[src/rtl/instr_encoder.sv]
// Instruction encoder: turns request tuples into 32-bit instruction words, buffers
// them in a small FIFO and streams them to instruction memory while in RUN.
module instr_encoder #(
   parameter int FIFO_DEPTH = 4,
   parameter int ADDR_W     = 8
) (
   input  logic              clk,
   input  logic              rst_n,
   input  logic              req_valid,
   output logic              req_ready,
   input  logic [2:0]        req_kind,
   input  logic [4:0]        req_rs,
   input  logic [4:0]        req_rt,
   input  logic [4:0]        req_rd,
   input  logic [15:0]       req_imm,
   input  logic              start,
   input  logic [ADDR_W-1:0] base_addr,
   input  logic              stop,
   output logic              mem_wr,
   output logic [ADDR_W-1:0] mem_addr,
   output logic [31:0]       mem_data,
   input  logic              mem_ready,
   output logic              busy,
   output logic              err,
   output logic [ADDR_W:0]   count
);

   localparam int PTR_W = $clog2(FIFO_DEPTH);
   localparam logic [ADDR_W:0] CNT_MAX = {1'b1, {ADDR_W{1'b0}}};

   typedef enum logic {IDLE, RUN} state_e;

   state_e               state_q, state_d;
   logic                 stop_pend_q, stop_pend_d;
   logic [ADDR_W-1:0]    addr_q, addr_d;
   logic [ADDR_W:0]      count_q, count_d;
   logic                 err_q, err_d;
   logic                 rdy_en_q;
   logic [PTR_W:0]       wr_ptr_q, rd_ptr_q;
   logic [31:0]          fifo_q [FIFO_DEPTH];

   logic empty, full, accept, push, pop, reserved;

   function automatic logic [5:0] funct_of(input logic [2:0] kind);
      logic [5:0] f;
      f = 6'd0;
      case (kind)
         3'd0:    f = 6'd32;
         3'd1:    f = 6'd34;
         3'd2:    f = 6'd36;
         3'd3:    f = 6'd37;
         3'd4:    f = 6'd50;
         default: f = 6'd0;
      endcase
      return f;
   endfunction

   function automatic logic [31:0] encode(input logic [2:0]  kind,
                                          input logic [4:0]  rs,
                                          input logic [4:0]  rt,
                                          input logic [4:0]  rd,
                                          input logic [15:0] imm);
      logic [31:0] w;
      w = 32'd0;
      case (kind)
         3'd5:    w = {6'd2, rs, rt, imm};
         3'd6:    w = {6'd3, rs, rt, imm};
         default: w = {6'd1, rs, rt, rd, 5'd10, funct_of(kind)};
      endcase
      return w;
   endfunction

   assign empty    = (wr_ptr_q == rd_ptr_q);
   assign full     = (wr_ptr_q[PTR_W] != rd_ptr_q[PTR_W]) &&
                     (wr_ptr_q[PTR_W-1:0] == rd_ptr_q[PTR_W-1:0]);
   // rdy_en_q holds req_ready low while in reset and until the first clock edge.
   assign req_ready = rdy_en_q & ~full;
   assign accept    = req_valid & req_ready;
   assign reserved  = (req_kind == 3'd7);
   assign push      = accept & ~reserved;
   assign mem_wr    = (state_q == RUN) & ~empty;
   assign pop       = mem_wr & mem_ready;
   assign mem_data  = empty ? 32'd0 : fifo_q[rd_ptr_q[PTR_W-1:0]];
   assign mem_addr  = addr_q;
   assign busy      = (state_q == RUN);
   assign err       = err_q;
   assign count     = count_q;

   always_ff @(posedge clk) begin
      if (push) begin
         fifo_q[wr_ptr_q[PTR_W-1:0]] <= encode(req_kind, req_rs, req_rt, req_rd, req_imm);
      end
   end

   always_ff @(posedge clk or negedge rst_n) begin
      if (!rst_n) begin
         state_q     <= IDLE;
         stop_pend_q <= 1'b0;
         addr_q      <= '0;
         count_q     <= '0;
         err_q       <= 1'b0;
         rdy_en_q    <= 1'b0;
         wr_ptr_q    <= '0;
         rd_ptr_q    <= '0;
      end else begin
         state_q     <= state_d;
         stop_pend_q <= stop_pend_d;
         addr_q      <= addr_d;
         count_q     <= count_d;
         err_q       <= err_d;
         rdy_en_q    <= 1'b1;
         if (push) wr_ptr_q <= wr_ptr_q + 1'b1;
         if (pop)  rd_ptr_q <= rd_ptr_q + 1'b1;
      end
   end

   always_comb begin
      state_d     = state_q;
      stop_pend_d = stop_pend_q;
      addr_d      = addr_q;
      count_d     = count_q;
      err_d       = err_q;
      case (state_q)
         IDLE: begin
            if (start) begin
               state_d = RUN;
               addr_d  = base_addr;
               count_d = '0;
               err_d   = 1'b0;
            end
         end
         RUN: begin
            if (stop) stop_pend_d = 1'b1;
            if (pop) begin
               addr_d = addr_q + 1'b1;
               if (count_q != CNT_MAX) count_d = count_q + 1'b1;
            end
            if (stop_pend_q && empty) begin
               state_d     = IDLE;
               stop_pend_d = 1'b0;
            end
         end
         default: state_d = IDLE;
      endcase
      // A reserved request accepted alongside start still leaves err raised.
      if (accept && reserved) err_d = 1'b1;
   end

endmodule

[config.mk]
export PLATFORM = sky130hd
export DESIGN_NAME = instr_encoder
export DESIGN_NICKNAME = d
export VERILOG_FILES = /design/src/rtl/instr_encoder.sv
export SDC_FILE = /design/constraint.sdc
export NUM_CORES = 1
export LEC_CHECK = 0
export ABC_AREA = 1
export CORE_MARGIN = 1.5
export CORE_UTILIZATION = 38
export DETAILED_ROUTE_END_ITERATION = 12
export SLEW_MARGIN = 20
export SYNTH_ARGS = -nofsm -noshare
export SYNTH_HDL_FRONTEND = slang
export SYNTH_SLANG_ARGS = --single-unit
export TNS_END_PERCENT = 1
[constraint.sdc]
create_clock -name clk -period 3 [get_ports clk]
set_clock_uncertainty 0.15 [all_clocks]
set_input_delay 0.45 -clock clk [delete_from_list [all_inputs] [get_ports clk]]
set_output_delay 0.45 -clock clk [all_outputs]
set_load 0.02 [all_outputs]
Word-level counts from Yosys, hierarchy flattened
Memories as Yosys holds them, arrays and structs flattened.
Index checks and enable logic that the tools add are counted.
{"block": "word_totals", "ff_bits": 27, "latchBits": 0, "ram_bits": 128, "mem_bits_ro": 0, "input_bits": 48, "out_inout_bits": 53, "memories": 1}
{"memory": "fifo_q", "depth": 4, "word_bits": 32, "read_ports": 1, "rd_clocked_by_memory_dff": 0, "write_ports": 1, "line": "40", "source": "logic [31:0] fifo_q [FIFO_DEPTH];"}
{"block": "op_classes", "add_sub_neg": 4, "mul": 0, "n_div": 0, "order_cmp": 0, "eq_ne": 15, "shift": 0, "mux": 21, "bitwise_logic": 9, "reduce_logical": 10}
{"op": "$mux W32", "count": 2}
{"op": "$pmux W28 S2", "count": 1}
{"op": "$pmux W6 S5", "count": 1}
{"op": "$mux W9", "count": 3}
{"op": "$pmux W9 S2", "count": 1}
{"op": "$mux W8", "count": 2}
{"op": "$pmux W8 S2", "count": 1}
{"op": "$eq A3 B3 Y1 const B", "count": 4}
{"op": "$add A9 B1 Y9 const B", "count": 1}
{"op": "$mux W1", "count": 9}
{"op": "$ne A9 B9 Y1 const B", "count": 1}
{"op": "$add A8 B1 Y8 const B", "count": 1}
{"op": "$add A3 B1 Y3 const B", "count": 2}
{"op": "$eq A3 B2 Y1 const B", "count": 2}
{"op": "$ne A2 B1 Y1 const B", "count": 3}
{"op": "$reduce_and A2 Y1", "count": 3}
{"op": "$and A1 B1 Y1", "count": 5}
{"op": "$not A1 Y1", "count": 4}
{"op": "$reduce_bool A2 Y1", "count": 2}
{"op": "$eq A3 B1 Y1 const B", "count": 1}
{"op": "$eq A3 B3 Y1", "count": 1}
{"op": "$logic_and A1 B1 Y1", "count": 3}
{"op": "$logic_not A3 Y1", "count": 1}
{"op": "$reduce_and A3 Y1", "count": 1}
{"op": "other kinds (4)", "count": 4}

Logic depth before layout (Yosys ltp)
{"block": "logic_depth", "depth_word": 8, "mapped_depth": 9, "mapped_depth_nobuf": 9}

Least setup slack after synthesis
Ideal clock, no wire load.
{"block": "synth_path", "kind": "register to register", "from": "reg rd_ptr_q[0]", "to": "mem fifo_q[0][0] (enable)", "t_arrival_ns": 2.235, "path_slack_ns": 0.202, "path_stages_with_launch": 7, "period_less_slack_ns": 2.798, "path_cell_list": "dfrtp_1 buf_4 nand2_1 nand2_2 nand3_1 nand4_2 nor2_1"}
{"block": "synth_via", "elab_chain_cells": 8}
{"element": "start: declaration", "line": "39", "source": "logic [PTR_W:0] wr_ptr_q, rd_ptr_q;"}
{"element": "start signal: assignment", "line": "113", "source": "if (pop) rd_ptr_q <= rd_ptr_q + 1'b1;"}
{"element": "$eq A2 B2 Y1", "line": "75", "source": "(wr_ptr_q[PTR_W-1:0] == rd_ptr_q[PTR_W-1:0]);"}
{"element": "$logic_and A1 B1 Y1", "line": "74", "source": "assign full = (wr_ptr_q[PTR_W] != rd_ptr_q[PTR_W]) &&"}
{"element": "$not A1 Y1", "line": "77", "source": "assign req_ready = rdy_en_q & ~full;"}
{"element": "$and A1 B1 Y1", "line": "77"}
{"element": "$and A1 B1 Y1", "line": "78", "source": "assign accept = req_valid & req_ready;"}
{"element": "$and A1 B1 Y1", "line": "80", "source": "assign push = accept & ~reserved;"}
{"element": "$mux W1", "line": "90", "source": "if (push) begin"}
{"element": "$mux W1 (implied by the code)", "line": "91", "source": "fifo_q[wr_ptr_q[PTR_W-1:0]] <= encode(req_kind, req_rs, req_rt, req_rd, req_imm);"}
{"element": "end: declaration", "line": "40"}
No other way between the ends.

Worst setup path after layout
{"block": "layout_path", "from": "reg rd_ptr_q[0]", "to": "out mem_data[21]"}
{"block": "layout_via", "elab_chain_cells": 2}
{"element": "$mem_v2 Z4 W32 / $eq A3 B3 Y1 (equally long branches)"}
{"element": "$mux W32 *", "line": "83", "source": "assign mem_data = empty ? 32'd0 : fifo_q[rd_ptr_q[PTR_W-1:0]];"}
{"element": "end: declaration", "line": "21", "source": "output logic [31:0] mem_data,"}
Every way passes the cells marked *; elsewhere a longest branch is shown, timed or not.

==> flow_summary.json <==
{
  "critPathMostFrequentCell": "nand2_1",
  "worstMarginPinSlew_ps": 534,
  "postRouteAntennaNets": 0,
  "syn_to_final_growth_pct": 30.6,
  "cts_buffer_depth": 2,
  "power_mw": 8.21,
  "dr.first_iter.drc_count": 277,
  "finalHoldViolCount": 0,
  "remaining_drc_errors": 0,
  "cts_tree": "done",
  "final_min_period_over_clock_period_pct": 96.2,
  "grt_max_degree": 38,
  "syn-cell-area_um2": 6340,
  "antenna_found_initial": 0,
  "synth-main-ff-cell": "edfxtp_1",
  "port_buffers": 96,
  "die_y_um": 132,
  "grt_pass1_vias": 4606,
  "startpoint_type": "register",
  "vias_per_cell": 4.95,
  "synth_edf_count": 112,
  "holdCritPathClass": "input port to asynchronous set/reset pin",
  "ys_ff_latch": 139,
  "status": "completed",
  "clk_latency_ps": 410,
  "synthCells": 634,
  "cp_top_family": "buffers and inverters",
  "worst_ep_arrival_time_ps": 2290,
  "end_kind": "output port",
  "syn-mean-instance-area_um2": 10.0,
  "rows": 47,
  "grtUsageTotal_pct": 18.0,
  "yosysSeqAreaShare_pct": 63.7,
  "setup_viol": 0,
  "core-area_um2": 16500,
  "cp.required_ps": 2400,
  "hold_buffers": 0,
  "fill_cells": 1513,
  "numCtsBuffers": 17,
  "clock-sinks": 139,
  "synthArstFlopShare_pct": 19.4,
  "hpwl_um": 9540,
  "die_x_um": 132,
  "grt_overflow": 0,
  "multi_input_area_um2": 1930,
  "power.density_nw_per_um2": 991,
  "h-tree-depth": 4,
  "path_max_fanout": 21,
  "io_pins": 101,
  "max_slew_margin_pct": 64.4,
  "firstDrtPassIters": 5,
  "ys_warn_count": 0,
  "num_vias": 4826,
  "leakage_nw": 3.49,
  "timing.critical_path.buf_inv": 4,
  "drv_slew": 0,
  "clkTransAtPathRegs_ps": 60,
  "crit_type": "register to output port",
  "min_period_ps": 2890,
  "routedWlPerCell_um": 15.2,
  "num_antenna_cells": 0,
  "finish.utilization_pct": 50.3,
  "drive_above_1_share_pct": 10.1,
  "root_buffer": "clkbuf_16",
  "timing.fmax_mhz": 346,
  "maxCapViolCount": 0,
  "register_area_um2": 4040,
  "yosysUniqueCellTypes": 37,
  "fin_nets": 800,
  "grt_first_pass_wirelength_um": 24400,
  "place.gp.congestion": 0.804,
  "initial_core_util_pct": 38.5,
  "routed_wl_um": 14900,
  "path_cells": "buf_4 > nand2_1 > nand2_2 > nand3_4 > buf_12 > nand2_1 > inv_1 > clkdlybuf4s50_1",
  "ir_drop_mv": 0.441,
  "crit_path_top_delay_cell": "clkdlybuf4s50_1",
  "die_area_um2": 17500,
  "slowest_delay_ps": 590
}
stage by stage:
stage | instance area [um2] | hold slack [ps] | setup slack, ps | instances | TNS, ps
final | 8280 | 268 | 114 | 975 | 0
after floorplan | 6350 | 4.41 | 202 | 637 | 0
after global routing | 8280 | 312 | -4.12 | 975 | -4.32
after detailed placement | 7620 | 351 | 276 | 940 | 0
after CTS | 8210 | 276 | -55.9 | 974 | -730
after global placement | 7620 | 327 | 305 | 940 | 0
placed cells by master, fill, tap and decap left out, drive strengths merged:
cell type	n
a21oi	5
a22o	1
buf	21
bufinv	1
clkbuf	19
clkdlybuf4s50	78
clkinv	4
clkinvlp	4
conb	5
dfrtp	27
dlygate4sd2	1
dlymetal6s2s	17
edfxtp	112
ha	8
inv	73
nand2	152
nand3	26
nand3b	1
nand4	5
nor2	86
nor3b	1
nor4	1
o21ai	71
o21bai	1
o22ai	28
o31ai	1
or2	3
xnor2	2
xor2	1
cell usage after synthesis, types with 2 or more instances:
library cell / instances / area share (%)
inv_2: 5 / 0.30
buf_4: 5 / 0.59
o21ai_0: 61 / 4.8
inv_1: 66 / 3.9
clkbuf_1: 13 / 0.77
dfrtp_1: 27 / 11
nand2_2: 2 / 0.20
ha_1: 8 / 1.6
or2_2: 2 / 0.20
conb_1: 2 / 0.12
o21ai_2: 3 / 0.41
a21oi_1: 5 / 0.39
nand3_1: 23 / 1.8
nand3_4: 2 / 0.55
xnor2_1: 2 / 0.28
o21ai_1: 7 / 0.55
edfxtp_1: 112 / 53
nand4_1: 4 / 0.39
buf_6: 3 / 0.53
buf_2: 7 / 0.55
nor2_1: 84 / 5.0
nand2_1: 149 / 8.8
o22ai_1: 28 / 2.8
routing by layer:
layer	global-route usage (%)	share of wire, %	vias up
li1	-	-	2333
met1	23.7	44	2311
met2	29.6	49	165
met3	4.19	5.9	17
met4	5.68	1.4	0
met5	0	0	-
worst reg2reg max path: stages (launching register included):
cell and delay [ps]:
dfrtp_2 430, buf_4 220, nand2_1 100, nand2_2 120, nand3_1 180, nand4_2 350
nor2_4 210, buf_4 320
report_power, final:
part	internal (mW)	switching, mW	total (mW)
Sequential	2.38	0.219	2.60
Clock	1.13	0.756	1.88
Combinational	1.50	2.23	3.72
worst paths after layout:
check	start	to	slack, ps	cells past startpoint
worst max-delay path	rd_ptr_q[0]$_DFFE_PN0P_	mem_data[21]	110	8
worst min register to register	err$_DFFE_PN0P_	err$_DFFE_PN0P_	360	2
worst min-delay path	rst_n	mem_addr[5]$_DFFE_PN0P_	270	2
min in group clk	err$_DFFE_PN0P_	err$_DFFE_PN0P_	360	2
worst max register to register	rd_ptr_q[0]$_DFFE_PN0P_	fifo_q[0][11]$_DFFE_PP_	580	7
max in group asynchronous	rst_n	rd_ptr_q[0]$_DFFE_PN0P_	2130	2
layout make-up:
type / instances / share of cell area, %
clock buffer: 19 / 5.23
clock inverter: 11 / 1.18
inverter: 71 / 3.29
multi-input combinational: 398 / 23.3
sequential: 139 / 48.8
tap: 220 / 3.32
timing repair buffer: 117 / 14.9
registers in the layout, summed over array words and instances (netlist names):
signal	count
count	9
fifo_q	112
rd_ptr_q	3
err	1
mem_addr	8
rdy_en_q	1
wr_ptr_q	3
stop_pend_q	1
busy	1
logic make-up after synthesis:
group	count (synthesis)	synth area share [%]
and+or+nand+nor	274	18.0
DFF	139	63.7
AOI/OAI and AO/OA	107	9.32
buffers and inverters	101	6.79
adders and majority gates	8	1.58
xor gates and xnor gates	3	0.415
other	2	0.119
what timing repair did:
item                       CTS  global route
setup endpoints to repair   29            29
pin swaps                    1             2
cloned                       1             0
buffers inserted             3             1
resized for setup            4            22
No activity file was read; power rests on OpenSTA's default activity.
